===== src/rtl/mic_i2s_capture_ctrl.sv =====
// I2S master capture for a PCM MEMS microphone: generates BCLK/LRCLK, shifts in
// one channel slot per frame and presents it on a valid/ready handshake.
module mic_i2s_capture_ctrl #(
  parameter int unsigned DIV      = 12,
  parameter int unsigned SLOT_W   = 32,
  parameter int unsigned SAMPLE_W = 18,
  parameter int unsigned CHANNEL  = 0
) (
  input  logic                clk,
  input  logic                reset,
  input  logic                enable,
  input  logic                mic_sd,
  output logic                bclk,
  output logic                lrclk,
  output logic [SAMPLE_W-1:0] sample,
  output logic                sample_valid,
  input  logic                sample_ready,
  output logic                overrun,
  output logic                busy
);

  localparam int unsigned FRAME_W = 2 * SLOT_W;
  localparam int unsigned FB_W    = (FRAME_W > 2) ? $clog2(FRAME_W) : 1;
  localparam int unsigned CNT_W   = 16;
  localparam int unsigned BASE    = CHANNEL * SLOT_W;

  localparam logic [CNT_W-1:0] CNT_RELOAD = CNT_W'(DIV - 1);
  localparam logic [FB_W-1:0]  WIN_LO     = FB_W'(BASE + 1);
  localparam logic [FB_W-1:0]  WIN_HI     = FB_W'(BASE + SAMPLE_W);
  localparam logic [FB_W-1:0]  FB_LAST    = FB_W'(FRAME_W - 1);
  localparam logic [FB_W-1:0]  SLOT_START = FB_W'(SLOT_W);

  typedef enum logic [1:0] {
    S_IDLE = 2'd0,
    S_RUN  = 2'd1,
    S_STOP = 2'd2
  } state_e;

  state_e              state_q, state_d;
  logic [CNT_W-1:0]    cnt_q, cnt_d;
  logic [FB_W-1:0]     fb_q, fb_d;
  logic                bclk_q, bclk_d;
  logic                lrclk_q, lrclk_d;
  logic [SAMPLE_W-1:0] shift_q, shift_d;
  logic [SAMPLE_W-1:0] sample_q, sample_d;
  logic                valid_q, valid_d;
  logic                overrun_q, overrun_d;
  logic                busy_q, busy_d;

  logic                tick;
  logic                rise_ev;
  logic                fall_ev;
  logic                load;
  logic [FB_W-1:0]     fb_next;

  // State register and all datapath registers
  always_ff @(posedge clk) begin
    if (reset) begin
      state_q   <= S_IDLE;
      cnt_q     <= CNT_RELOAD;
      fb_q      <= '0;
      bclk_q    <= 1'b0;
      lrclk_q   <= 1'b0;
      shift_q   <= '0;
      sample_q  <= '0;
      valid_q   <= 1'b0;
      overrun_q <= 1'b0;
      busy_q    <= 1'b0;
    end else begin
      state_q   <= state_d;
      cnt_q     <= cnt_d;
      fb_q      <= fb_d;
      bclk_q    <= bclk_d;
      lrclk_q   <= lrclk_d;
      shift_q   <= shift_d;
      sample_q  <= sample_d;
      valid_q   <= valid_d;
      overrun_q <= overrun_d;
      busy_q    <= busy_d;
    end
  end

  // Next-state, clock generation, capture and handshake
  always_comb begin
    state_d   = state_q;
    cnt_d     = cnt_q;
    fb_d      = fb_q;
    bclk_d    = bclk_q;
    lrclk_d   = lrclk_q;
    shift_d   = shift_q;
    sample_d  = sample_q;
    valid_d   = valid_q;
    overrun_d = overrun_q;
    tick      = (cnt_q == '0);
    rise_ev   = 1'b0;
    fall_ev   = 1'b0;
    load      = 1'b0;
    fb_next   = (fb_q == FB_LAST) ? '0 : fb_q + FB_W'(1);

    if (valid_q && sample_ready) begin
      valid_d = 1'b0;
    end

    case (state_q)
      S_IDLE: begin
        bclk_d  = 1'b0;
        lrclk_d = 1'b0;
        cnt_d   = CNT_RELOAD;
        fb_d    = '0;
        if (enable) begin
          state_d   = S_RUN;
          overrun_d = 1'b0;
        end
      end
      S_RUN, S_STOP: begin
        rise_ev = tick && !bclk_q;
        fall_ev = tick && bclk_q;
        if (tick) begin
          bclk_d = !bclk_q;
          cnt_d  = CNT_RELOAD;
        end else begin
          cnt_d = cnt_q - CNT_W'(1);
        end
        if (rise_ev && (fb_q >= WIN_LO) && (fb_q <= WIN_HI)) begin
          shift_d = SAMPLE_W'({shift_q, mic_sd});
        end
        load = rise_ev && (fb_q == WIN_HI);
        if (fall_ev) begin
          fb_d    = fb_next;
          lrclk_d = (fb_next >= SLOT_START);
        end
        if (state_q == S_RUN) begin
          if (!enable) begin
            state_d = S_STOP;
          end
        end else if (enable) begin
          state_d = S_RUN;
        end else if (fall_ev && (fb_next == '0)) begin
          // Stop only on the frame boundary so the mic never sees a short frame
          state_d = S_IDLE;
          bclk_d  = 1'b0;
          lrclk_d = 1'b0;
        end
      end
      default: begin
        state_d = S_IDLE;
      end
    endcase

    // A load beats a same-cycle accept; an unread sample being replaced is an overrun
    if (load) begin
      sample_d = SAMPLE_W'({shift_q, mic_sd});
      valid_d  = 1'b1;
      if (valid_q && !sample_ready) begin
        overrun_d = 1'b1;
      end
    end

    busy_d = (state_d != S_IDLE);
  end

  assign bclk         = bclk_q;
  assign lrclk        = lrclk_q;
  assign sample       = sample_q;
  assign sample_valid = valid_q;
  assign overrun      = overrun_q;
  assign busy         = busy_q;

endmodule


===== config.mk =====
export PLATFORM = sky130hd
export DESIGN_NAME = mic_i2s_capture_ctrl
export DESIGN_NICKNAME = d
export VERILOG_FILES = /design/src/rtl/mic_i2s_capture_ctrl.sv
export SDC_FILE = /design/constraint.sdc
export NUM_CORES = 1
export LEC_CHECK = 0
export ABC_AREA = 0
export BUFFER_PORTS_ARGS = -buffer_cell sky130_fd_sc_hd__buf_2
export CORE_ASPECT_RATIO = 1.75
export CORE_MARGIN = 5
export CORE_UTILIZATION = 55
export CTS_CLUSTER_DIAMETER = 120
export DETAILED_ROUTE_END_ITERATION = 6
export GPL_TIMING_DRIVEN = 0
export PLACE_DENSITY = 0.74
export SLEW_MARGIN = 15
export SYNTH_ARGS = -nofsm -noshare
export SYNTH_HDL_FRONTEND = slang
export SYNTH_SLANG_ARGS = --single-unit

===== constraint.sdc =====
create_clock -name clk -period 3.4 [get_ports clk]
set_input_delay 0.51 -clock clk [delete_from_list [all_inputs] [get_ports clk]]
set_output_delay 0.51 -clock clk [all_outputs]
set_load 0.01 [all_outputs]

# --- Yosys cells after proc, flatten, opt, wreduce, memory -nomap -nowiden ---
# Cells that the tools add are included.
word_totals:
  reg_bits: 64
  out_inout_bits: 23
  elab_cells: 67
op_classes:
  add_sub_neg: 2
  magnitude_cmp: 3
  eq_ne: 5
  mux: 28
  reduce_logical: 19
op_table:
  columns: ["op", "count"]
  rows:
  - ["16-bit case mux with 2 select lines", 1]
  - ["16-bit logical NOT", 1]
  - ["16-bit 2-to-1 mux", 1]
  - ["16-bit by 1-bit subtractor with 16-bit output (second input constant)", 1]
  - ["1-bit 2-to-1 mux", 15]
  - ["6-bit 2-to-1 mux", 2]
  - ["6-bit case mux with 2 select lines", 1]
  - ["2-bit 2-to-1 mux", 5]
  - ["1-bit logical AND", 8]
  - ["6-bit by 1-bit adder with 6-bit output (second input constant)", 1]
  - ["6-bit by 5-bit equality test with 1-bit output (second input constant)", 1]
  - ["6-bit equality test (second input constant)", 1]
  - ["6-bit by 1-bit >= comparator with 1-bit output (second input constant)", 1]
  - ["6-bit >= comparator (second input constant)", 1]
  - ["6-bit by 5-bit <= comparator with 1-bit output (second input constant)", 1]
  - ["6-bit logical NOT", 1]
  - ["2-bit nonzero test", 3]
  - ["1-bit case mux with 2 select lines", 2]
  - ["2-bit case mux with 2 select lines", 1]
  - ["2-bit AND reduction", 2]
  - ["2-bit by 1-bit equality test with 1-bit output (second input constant)", 1]
  - ["2-bit equality test (second input constant)", 1]
  - ["1-bit logical NOT", 2]
  - ["2-bit logical NOT", 1]
  - ["other kinds (2)", 2]

# --- Logic depth before layout (Yosys ltp) ---
# Gate-level depths: netlist of run 1.
depth:
  ltp_word: 9
  mapped_depth: 12
  ltp_nobuf: 10

# --- Worst setup path after synthesis of run 1 ---
# No wires, ideal clock.
synth_timing:
  path_kind: "register to register"
  startpoint: "register cnt_q[8]"
  endpoint: "register sample_q[10] (netlist: sample[10])"
  t_arrival_ps: 2384
  t_required_ps: 3330
  path_slack_ps: 946
  stages_incl_launch_ff: 13
  n_path_buf: 3
  period_less_slack_ps: 2454
  cell_sequence: "dfxtp_1 -> or3_1 -> clkbuf_1 -> nor3_1 -> and3_1 -> ha_1 -> nand2_1 -> nor2_1 -> and3_1 -> clkbuf_1 -> clkbuf_1 -> nand2_1 -> a21oi_1"
synth_via:
  elab_chain_cells: 4
synth_rtl:
  columns: ["item", "line", "rtl"]
  rows:
  - ["start: declaration", "40", "logic [CNT_W-1:0] cnt_q, cnt_d;"]
  - ["start signal: assignment", "71", "cnt_q <= cnt_d;"]
  - ["16-bit logical NOT", "94", "tick = (cnt_q == '0);"]
  - ["1-bit logical AND", "116", "rise_ev = tick && !bclk_q;"]
  - ["1-bit logical AND", "127", "load = rise_ev && (fb_q == WIN_HI);"]
  - ["1-bit 2-to-1 mux", "104", "case (state_q)"]
  - ["end signal: assignment", "76", "sample_q <= sample_d;"]
  - ["end: declaration", "45", "logic [SAMPLE_W-1:0] sample_q, sample_d;"]
# No other way between the ends.
# A chain may end at the register's enable or synchronous reset.

# --- Worst setup path after layout of run 1 ---
layout_timing:
  startpoint: "register cnt_q[8]"
  endpoint: "register sample_q[16] (netlist: sample[16])"
# The elaborated chain is that of the path after synthesis.

==> run summary, run 1 <==
==================================================================================
Clk sink count                                                                  64
LEAKAGE                                                                    1.34 nW
Total I/O pin count                                                             28
TritonCTS Buffers                                                                9
Number of endpoints failing setup at the final stage                             0
Crit-path most repeated cell                                          sky130_fd_sc_hd__clkbuf_1
Max Cap Violations                                                               0
Nets in the synthesized netlist                                                337
Synthesis-stage register bit count                                              64
Diode count                                                                      0
Reg clk slew, reported paths                                               0.07 ns
CTS tree                                                                     built
Arrival time reported for the critical path endpoint                       3.19 ns
Wire length of the first global-routing pass                               9890 um
Sum of negative setup slack                                                   0 ns
Kind of start point of the critical path                                  register
Cell count of the worst reg-to-reg path                                         12
Largest incremental delay on the critical path                             0.39 ns
Detailed Route WL                                                          5620 um
RD Place Congestion                                                          0.889
Routed via count                                                              2259
Final Hold Fails                                                                 0
Clock Latency Late Sink                                                    0.34 ns
Launch instance of the worst min-delay path                                 mic_sd
Top achievable clock speed                                               0.342 GHz
Fill cell total of the finished layout                                         441
Signed area change from the synthesized netlist to the final layout          14.5%
Mean routed wirelength per cell                                            13.4 um
Unique cell type count in the Yosys netlist                                     43
Worst Hold Path EP                                                      shift_q[0]
Post-route insts no fill                                                       419
Largest driver fanout on the critical path                                      10
Final clock period utilization by the worst path                             0.860
Vias in the first global route                                                2323
Drt initial violations                                                          89
Worst path slowest cell                                               sky130_fd_sc_hd__clkbuf_1
Drt drc                                                                          0
Area of the die                                                          6590 um^2
Portion of the post-synthesis area used by sequential elements               0.465
Reg-to-reg startpoint                                                     cnt_q[8]
Die width                                                                  63.5 um
Smallest hold slack                                                       0.431 ns
Path type of the worst setup path                                     register to register
Total congestion overflow after global routing                                   0
Overall track demand over capacity in global routing                         0.183
Power per cell area                                                    470 nW/um^2
Summed instance area of the synthesized netlist                          2760 um^2
Length of the first detailed-routing pass in iterations                          4
Row cnt                                                                         34
Number of instances in the placed design                                       403
Resized Gates After CTS                                                          0
Measured slew at the worst slew-check pin                                 0.491 ns
Cts-stage hold buffer count                                                      0
I/O Buffers                                                                     27
Synthesized netlist cell count                                                 322
Critical path required time                                                3.66 ns
Die Height                                                                  104 um
Unrepaired setup endpoints after global routing                                 no
End of the worst register-to-register path                              sample[16]
Root Buffer Master                                                    sky130_fd_sc_hd__clkbuf_8
Number of buffers on the longest clock path                                      2
Post-route ant nets                                                              0
Worst Hold Class                                                      primary input to register
Via density                                                                   5.39
Initial Util                                                                 0.559
Post-CTS repair timing setup buffer count                                        0
Antenna violations before repair                                                 0
Share of post-route cells with drive strength above 1                        0.134
Cell breakdown of the critical path                                   or3_1, clkbuf_1, nor3_1, and3_1, ha_1, nand2_1, nor2_1, and3_1, clkbuf_1, clkbuf_1, nand2_1, a21oi_1
Register-to-register setup slack                                           0.47 ns
Slew Limit Fails                                                                 0
Run status                                                            finished clean
Core region area                                                         4930 um^2
Pin count of the biggest net entering global routing                            13
Worst vdd rail ir drop                                                    0.383 mV
Time the worst path needs with I/O delays and setup                        2.93 ns
Min-Delay Path Depth                                                             3
Warning count from the yosys run                                                 0
Average footprint of a synthesized cell                                  8.56 um^2
Post-detail-place hpwl                                                     4170 um
Worst Setup End Kind                                                      register
H-Tree Level Count                                                               3
Remaining max-slew budget at the tightest pin                                0.673
Net count of the finished layout                                               375
Setup Skew                                                               0.0112 ns
==================================================================================
## routing by layer
metal | vias to the layer above | routed length (um) | global-route usage
li1 | 1159 | - | -
met1 | 1059 | 2210 | 0.188
met2 | 34 | 3150 | 0.339
met3 | 7 | 152 | 0.0412
met4 | 0 | 101 | 0.0817
met5 | - | 0 | 0
## how the worst max path moves through the flow
stage                         from    endpoint  slack [ns]
after floorplan           cnt_q[8]  sample[10]        0.95
after global placement    cnt_q[8]  sample[10]        0.50
after detailed placement  cnt_q[8]  sample[16]        0.48
after CTS                 cnt_q[8]  sample[16]        0.47
after global routing      cnt_q[8]  sample[11]        0.09
final                     cnt_q[8]  sample[16]        0.47
## power breakdown
part	leakage, nW	switching (mW)	internal [mW]
Combinational	0.734	0.0582	0.0287
Clock	0.0887	0.297	0.341
Sequential	0.516	0.00450	0.756
## worst max-delay path: cells and delay by family, from the launching register on
| kind | cells | cell delay [ns] |
|---|---|---|
| buffers and inverters | 3 | 0.88 |
| AO/OA/AOI/OAI | 1 | 0.13 |
| adder cells (fa/ha/maj) | 1 | 0.18 |
| flip-flops | 1 | 0.33 |
| AND/OR/NAND/NOR | 7 | 1.34 |
## layout make-up
cell class                      instances  area (um^2)  area share
Inverter                               11         41.3      0.0131
Clock inverter                          6         70.1      0.0222
Sequential cell                        64         1280       0.406
Clock buffer                           10          128      0.0404
Multi-Input combinational cell        230         1370       0.433
Buffer                                 17         66.3      0.0210
Tap cell                               54         67.6      0.0214
Timing Repair Buffer                   27          135      0.0428
## through the flow
step	instance area [um^2]	worst slack, ns	util	power [mW]
floorplan	2760	0.946	-	0.839
global placement	2960	0.502	0.600	0.863
detailed placement	2960	0.483	0.600	0.864
CTS	3160	0.468	0.640	1.50
global route	3160	0.0947	0.640	1.55
finish	3160	0.475	0.640	1.48
## logic make-up (layout without fill, tap and decap cells)
group	count (synthesis)	after routing	synth area share
mux	19	19	0.0690
fa+ha+maj	10	10	0.0454
xor+xnor	14	14	0.0445
buf+inv	28	71	0.0390
flops	64	64	0.465
compound gates	52	52	0.113
simple gates	135	135	0.225
## sequential cells by signal, indices dropped and copies added, names as in the netlist
register / count
cnt_q: 16
sample_valid: 1
sample: 18
bclk: 1
fb_q: 6
lrclk: 1
shift_q: 17
state_q: 2
busy: 1
overrun: 1
## cell usage after synthesis (all sizes together)
| cell | n | share of area |
|---|---|---|
| nand2b | 7 | 0.016 |
| a22oi | 1 | 0.0027 |
| a21oi | 28 | 0.051 |
| or4 | 2 | 0.0068 |
| nor4 | 2 | 0.0045 |
| xor2 | 7 | 0.022 |
| or3b | 1 | 0.0032 |
| nand2 | 49 | 0.067 |
| o32ai | 1 | 0.0032 |
| o21ai | 6 | 0.011 |
| buf | 2 | 0.0036 |
| xnor2 | 7 | 0.022 |
| or2 | 1 | 0.0023 |
| nor2b | 1 | 0.0023 |
| ha | 10 | 0.045 |
| a21o | 2 | 0.0054 |
| nor4b | 1 | 0.0032 |
| or3 | 6 | 0.015 |
| o22ai | 1 | 0.0023 |
| nand4 | 1 | 0.0023 |
| o31a | 1 | 0.0032 |
| a31oi | 2 | 0.0045 |
| and3 | 3 | 0.0068 |
| o2bb2ai | 1 | 0.0032 |
| o41ai | 2 | 0.0064 |
| a32oi | 2 | 0.0064 |
| o21bai | 2 | 0.0054 |
| nand3 | 6 | 0.011 |
| inv | 11 | 0.015 |
| nand3b | 1 | 0.0027 |
| nor3 | 6 | 0.013 |
| a2bb2oi | 1 | 0.0032 |
| o31ai | 1 | 0.0027 |
| a211oi | 1 | 0.0027 |
| clkbuf | 15 | 0.020 |
| nor3b | 2 | 0.0054 |
| mux2i | 19 | 0.069 |
| dfxtp | 64 | 0.46 |
| nor2 | 46 | 0.064 |
## placed cells by master, fill, tap and decap left out, types with 7 or more instances in the layout
cell / synthesis / layout
sky130_fd_sc_hd__inv_1: 11 / 11
sky130_fd_sc_hd__xor2_1: 7 / 7
sky130_fd_sc_hd__nand2_1: 49 / 49
sky130_fd_sc_hd__xnor2_1: 7 / 7
sky130_fd_sc_hd__clkbuf_8: 0 / 9
sky130_fd_sc_hd__ha_1: 10 / 10
sky130_fd_sc_hd__clkbuf_1: 15 / 16
sky130_fd_sc_hd__mux2i_1: 19 / 19
sky130_fd_sc_hd__buf_2: 2 / 29
sky130_fd_sc_hd__nor2_1: 45 / 45
sky130_fd_sc_hd__nand2b_1: 7 / 7
sky130_fd_sc_hd__a21oi_1: 28 / 28
sky130_fd_sc_hd__dfxtp_1: 64 / 64
No activity file was read; power rests on OpenSTA's default activity.
==> inputs of run 2 (changes only) <==
- CORE_MARGIN: 5 -> 8
- MAX_ROUTING_LAYER: unset -> met4
- SLEW_MARGIN: 15 -> unset
==> run summary, run 2 (synthesized netlist as in run 1, its figures left out) <==
==================================================================================
Run status                                                            finished clean
Detailed Route WL                                                          5790 um
Pin count of the biggest net entering global routing                            12
Number of buffers on the longest clock path                                      2
Proportion of power drawn by flip-flops and latches                          0.496
CTS tree                                                                     built
Arrival time reported for the critical path endpoint                       3.20 ns
Number of flip-flops in the largest register                                    18
Drt drc                                                                          0
Final clock period utilization by the worst path                             0.864
Resized Gates After CTS                                                          0
Worst Setup End Kind                                                      register
Antenna violations before repair                                                 0
RD Place Congestion                                                          0.861
Overall track demand over capacity in global routing                         0.166
Max Cap Violations                                                               0
Fill cell total of the finished layout                                         432
Post-CTS repair timing setup buffer count                                        0
Die width                                                                  69.5 um
Length of the first detailed-routing pass in iterations                          4
Area taken by multi-input logic gates                                    1370 um^2
Number of endpoints failing setup at the final stage                             0
Final Hold Fails                                                                 0
H-Tree Level Count                                                               3
Die Height                                                                  110 um
Critical path required time                                                3.67 ns
Setup Skew                                                              0.00841 ns
Unrepaired setup endpoints after global routing                                 no
Total internal power                                                       1.18 mW
Total I/O pin count                                                             28
Vias in the first global route                                                2277
Core region area                                                         4890 um^2
Post-detail-place hpwl                                                     4170 um
Reg clk slew, reported paths                                               0.07 ns
Total congestion overflow after global routing                                   0
Top achievable clock speed                                               0.341 GHz
Min-Delay Path Depth                                                             3
Kind of start point of the critical path                                  register
Smallest hold slack                                                       0.429 ns
Worst vdd rail ir drop                                                    0.511 mV
LEAKAGE                                                                    1.36 nW
Initial Util                                                                 0.564
Power per cell area                                                    483 nW/um^2
I/O Buffers                                                                     27
Diode count                                                                      0
Worst Hold Class                                                      primary input to register
Leading cell type in the layout, fill and taps excluded               sky130_fd_sc_hd__dfxtp_1
Total area of sequential cells                                           1280 um^2
Remaining max-slew budget at the tightest pin                                0.661
Row cnt                                                                         34
Post-route ant nets                                                              0
Most used cells in the layout excluding fill and tap cells            sky130_fd_sc_hd__dfxtp_1 (64), sky130_fd_sc_hd__nand2_1 (49), sky130_fd_sc_hd__nor2_1 (45), sky130_fd_sc_hd__buf_2 (29), sky130_fd_sc_hd__a21oi_1 (28)
Net load switching power                                                  0.351 mW
TritonCTS Buffers                                                                9
Switching portion of total power                                             0.229
Cts-stage hold buffer count                                                      0
Placed Instance Area                                                     2960 um^2
Largest driver fanout on the critical path                                      10
Mean routed wirelength per cell                                            13.8 um
Sum of negative setup slack                                                   0 ns
Area of the die                                                          7620 um^2
Signed area change from the synthesized netlist to the final layout          15.2%
Cell count of the worst reg-to-reg path                                         12
Time the worst path needs with I/O delays and setup                        2.94 ns
Clk sink count                                                                  64
Final worst setup slack                                                   0.463 ns
Drt initial violations                                                          79
Proportion of power drawn by combinational gates                             0.057
Clock Latency Late Sink                                                    0.34 ns
Routed via count                                                              2268
Slew Limit Fails                                                                 0
Path type of the worst setup path                                     register to register
Pre-CTS setup slack                                                       0.457 ns
Net count of the finished layout                                               375
Summed area of non-filler cells in the final layout                      3180 um^2
Share of post-route cells with drive strength above 1                        0.137
Via density                                                                   5.41
Measured slew at the worst slew-check pin                                 0.509 ns
Root Buffer Master                                                    sky130_fd_sc_hd__clkbuf_8
Relative contribution of the clock network to total power                    0.447
Wire length of the first global-routing pass                              10100 um
==================================================================================
==> run 2: layer usage <==
layer  up-vias  global-route usage  share of wire
met5         -                   -              0
met4         0              0.0781          0.017
met3         9              0.0397          0.031
met2        44               0.307           0.55
met1      1057               0.158           0.40
li1       1158                   -              -
==> run 2: worst max-delay path, stage by stage (launching register included) <==
cell and delay [ns]:
sky130_fd_sc_hd__dfxtp_1 0.33, sky130_fd_sc_hd__or3_1 0.36, sky130_fd_sc_hd__clkbuf_1 0.15, sky130_fd_sc_hd__nor3_1 0.26, sky130_fd_sc_hd__and3_1 0.25, sky130_fd_sc_hd__ha_1 0.17
sky130_fd_sc_hd__nand2_1 0.06, sky130_fd_sc_hd__nor2_1 0.15, sky130_fd_sc_hd__and3_1 0.17, sky130_fd_sc_hd__clkbuf_1 0.32, sky130_fd_sc_hd__clkbuf_1 0.39, sky130_fd_sc_hd__nand2_1 0.12
sky130_fd_sc_hd__a21oi_1 0.13
==> run 2: worst paths after layout <==
check / startpoint / to / slack [ns]
max: cnt_q[8] / sample[8] / 0.46
min: mic_sd / sample[0] / 0.43
max reg2reg: cnt_q[8] / sample[8] / 0.46
min reg2reg: sample[2] / sample[2] / 0.45
==> run 2: final cells by class <==
type	instances	area share
Multi-Input combinational cell	230	0.431
Sequential cell	64	0.403
Clock buffer	12	0.0520
Timing Repair Buffer	27	0.0425
Tap cell	54	0.0213
Buffer	17	0.0209
Clock inverter	4	0.0161
Inverter	11	0.0130
==> run 2: through the flow <==
stage          utilization  total power [mW]  instances
6_report             0.649              1.53        419
2_1_floorplan            -             0.839        322
3_3_place_gp         0.605             0.864        403
5_1_grt              0.649              1.59        419
3_5_place_dp         0.605             0.865        403
4_1_cts              0.649              1.55        419
==> run 2: power groups by stage <==
| stage | clock, mW | sequential, mW | combinational (mW) |
|---|---|---|---|
| floorplan | 0 | 0.778 | 0.0608 |
| global placement | 0 | 0.777 | 0.0864 |
| detailed placement | 0 | 0.778 | 0.0875 |
| CTS | 0.700 | 0.761 | 0.0884 |
| global route | 0.731 | 0.761 | 0.100 |
| finish | 0.685 | 0.761 | 0.0880 |
==> inputs of run 3 (changes only) <==
- ABC_CLOCK_PERIOD_IN_PS: unset -> 2400
- CORE_UTILIZATION: 55 -> 52
- PLACE_DENSITY: 0.74 -> 0.73
- clock period: 3.4 -> 2.4 ns (I/O delays scaled with it)
==> run summary, run 3 (synthesized netlist as in run 1, its figures left out) <==
==================================================================================
Run status                                                            finished clean
Number of buffers on the longest clock path                                      2
Critical path required time                                                2.62 ns
Overall track demand over capacity in global routing                         0.159
Final clock period utilization by the worst path                             0.937
Final Hold Fails                                                                 0
Power per cell area                                                    670 nW/um^2
Area of the die                                                          7980 um^2
Top achievable clock speed                                               0.445 GHz
Max Cap Violations                                                               0
Worst vdd rail ir drop                                                    0.442 mV
Pin count of the biggest net entering global routing                            12
Net count of the finished layout                                               375
Post-detail-place hpwl                                                     4250 um
Number of flip-flops in the largest register                                    18
Proportion of power drawn by flip-flops and latches                          0.493
Die width                                                                  71.1 um
Total congestion overflow after global routing                                   0
Largest incremental delay on the critical path                             0.56 ns
Antenna violations before repair                                                 0
Die Height                                                                  112 um
Proportion of power drawn by combinational gates                             0.059
Diode count                                                                      0
Largest driver fanout on the critical path                                       4
Via density                                                                   5.37
Drt initial violations                                                          49
End-of-flow core utilization                                                 0.626
Drt drc                                                                          0
Total I/O pin count                                                             28
Signed area change from the synthesized netlist to the final layout          18.3%
Vias in the first global route                                                2357
Worst Setup End Kind                                                      register
Root Buffer Master                                                    sky130_fd_sc_hd__clkbuf_8
Worst Hold Class                                                      primary input to register
Clk sink count                                                                  64
Setup Skew                                                              0.00684 ns
Measured slew at the worst slew-check pin                                 0.465 ns
Share of post-route cells with drive strength above 1                        0.179
Relative contribution of the clock network to total power                    0.448
Detailed Route WL                                                          5710 um
Total internal power                                                       1.69 mW
Most used cells in the layout excluding fill and tap cells            sky130_fd_sc_hd__dfxtp_1 (64), sky130_fd_sc_hd__nand2_1 (48), sky130_fd_sc_hd__nor2_1 (44), sky130_fd_sc_hd__buf_2 (30), sky130_fd_sc_hd__a21oi_1 (28)
Cell count of the worst reg-to-reg path                                          9
Cts-stage hold buffer count                                                      0
Remaining max-slew budget at the tightest pin                                0.686
Net load switching power                                                  0.496 mW
Routed via count                                                              2250
I/O Buffers                                                                     27
Arrival time reported for the critical path endpoint                       2.47 ns
CTS tree                                                                     built
Row cnt                                                                         35
Path type of the worst setup path                                     register to register
TritonCTS Buffers                                                                9
Post-route ant nets                                                              0
Initial Util                                                                 0.529
Switching portion of total power                                             0.227
Mean routed wirelength per cell                                            13.6 um
Clock Latency Late Sink                                                    0.33 ns
Slew Limit Fails                                                                 0
Number of endpoints failing setup at the final stage                             0
Kind of start point of the critical path                                  register
Time the worst path needs with I/O delays and setup                        2.25 ns
Reg clk slew, reported paths                                               0.07 ns
RD Place Congestion                                                          0.874
Min-Delay Path Depth                                                             3
Smallest hold slack                                                       0.280 ns
Length of the first detailed-routing pass in iterations                          4
Unrepaired setup endpoints after global routing                                 no
Core region area                                                         5210 um^2
Wire length of the first global-routing pass                              10000 um
LEAKAGE                                                                    1.37 nW
Cell breakdown of the critical path                                   or4_4, nor2_1, and3_4, ha_4, nand3_1, a22oi_2, o41ai_1, a21o_1, o21bai_1
Worst path slowest cell                                               sky130_fd_sc_hd__or4_4
Leading cell type in the layout, fill and taps excluded               sky130_fd_sc_hd__dfxtp_1
H-Tree Level Count                                                               3
==================================================================================
[run 3: cell types whose count changed in the layout (fill, tap and decap cells not counted), moves of 2 or more]
cell                       delta
sky130_fd_sc_hd__clkbuf_8     -3
sky130_fd_sc_hd__and3_1       -2
sky130_fd_sc_hd__clkbuf_1     -6
sky130_fd_sc_hd__and3_4       +2
sky130_fd_sc_hd__buf_4        +5
[run 3: area by class of cell]
class / instances / area [um^2]
Buffer: 14 / 63.8
Clock buffer: 9 / 124
Clock inverter: 6 / 85.1
Fill cell: 463 / 1950
Inverter: 11 / 41.3
Multi-Input combinational cell: 230 / 1440
Sequential cell: 64 / 1280
Tap cell: 55 / 68.8
Timing Repair Buffer: 30 / 158
[run 3: per-stage QoR]
step / setup TNS (ns) / cells / area (um^2) / power, mW / worst slack [ns]
2_1_floorplan: 0 / 322 / 2760 / 1.19 / 0.0144
3_3_place_gp: -9.08 / 404 / 2960 / 1.22 / -0.456
3_5_place_dp: -8.58 / 404 / 2960 / 1.22 / -0.453
4_1_cts: 0 / 418 / 3210 / 2.20 / 0.00593
5_1_grt: 0 / 419 / 3260 / 2.26 / 0.00807
6_report: 0 / 419 / 3260 / 2.18 / 0.151
[run 3: power by group through the flow]
stage	combinational (mW)	clock (mW)	sequential [mW]
after global routing	0.143	1.04	1.08
after floorplan	0.0861	0	1.10
after CTS	0.123	0.998	1.08
after global placement	0.121	0	1.10
final	0.128	0.978	1.08
after detailed placement	0.121	0	1.10
[run 3: repair_timing]
action / 4_1_cts / 5_1_grt
pin swaps: 3 / 5
buffers inserted: 1 / 2
resized for setup: 12 / 13
setup endpoints to repair: 46 / 26
[run 3: critical path: cells and delay by family (launching register included)]
family	cells	cell delay, ns
AOI/OAI and AO/OA	4	0.66
DFF	1	0.34
and+or+nand+nor	4	1.00
adders and majority gates	1	0.13
[run 3: layer usage]
metal | global-route usage | up-vias | wire [um]
li1 | - | 1159 | -
met1 | 0.160 | 1047 | 2330
met2 | 0.273 | 32 | 3110
met3 | 0.0375 | 12 | 157
met4 | 0.0923 | 0 | 113
met5 | - | - | 0
[run 3: path summary, 6_finish.rpt]
check	start	endpoint	slack, ns
max	cnt_q[3]	busy	0.15
min	mic_sd	shift_q[0]	0.28
max reg2reg	cnt_q[3]	busy	0.15
min reg2reg	sample[3]	sample[3]	0.45
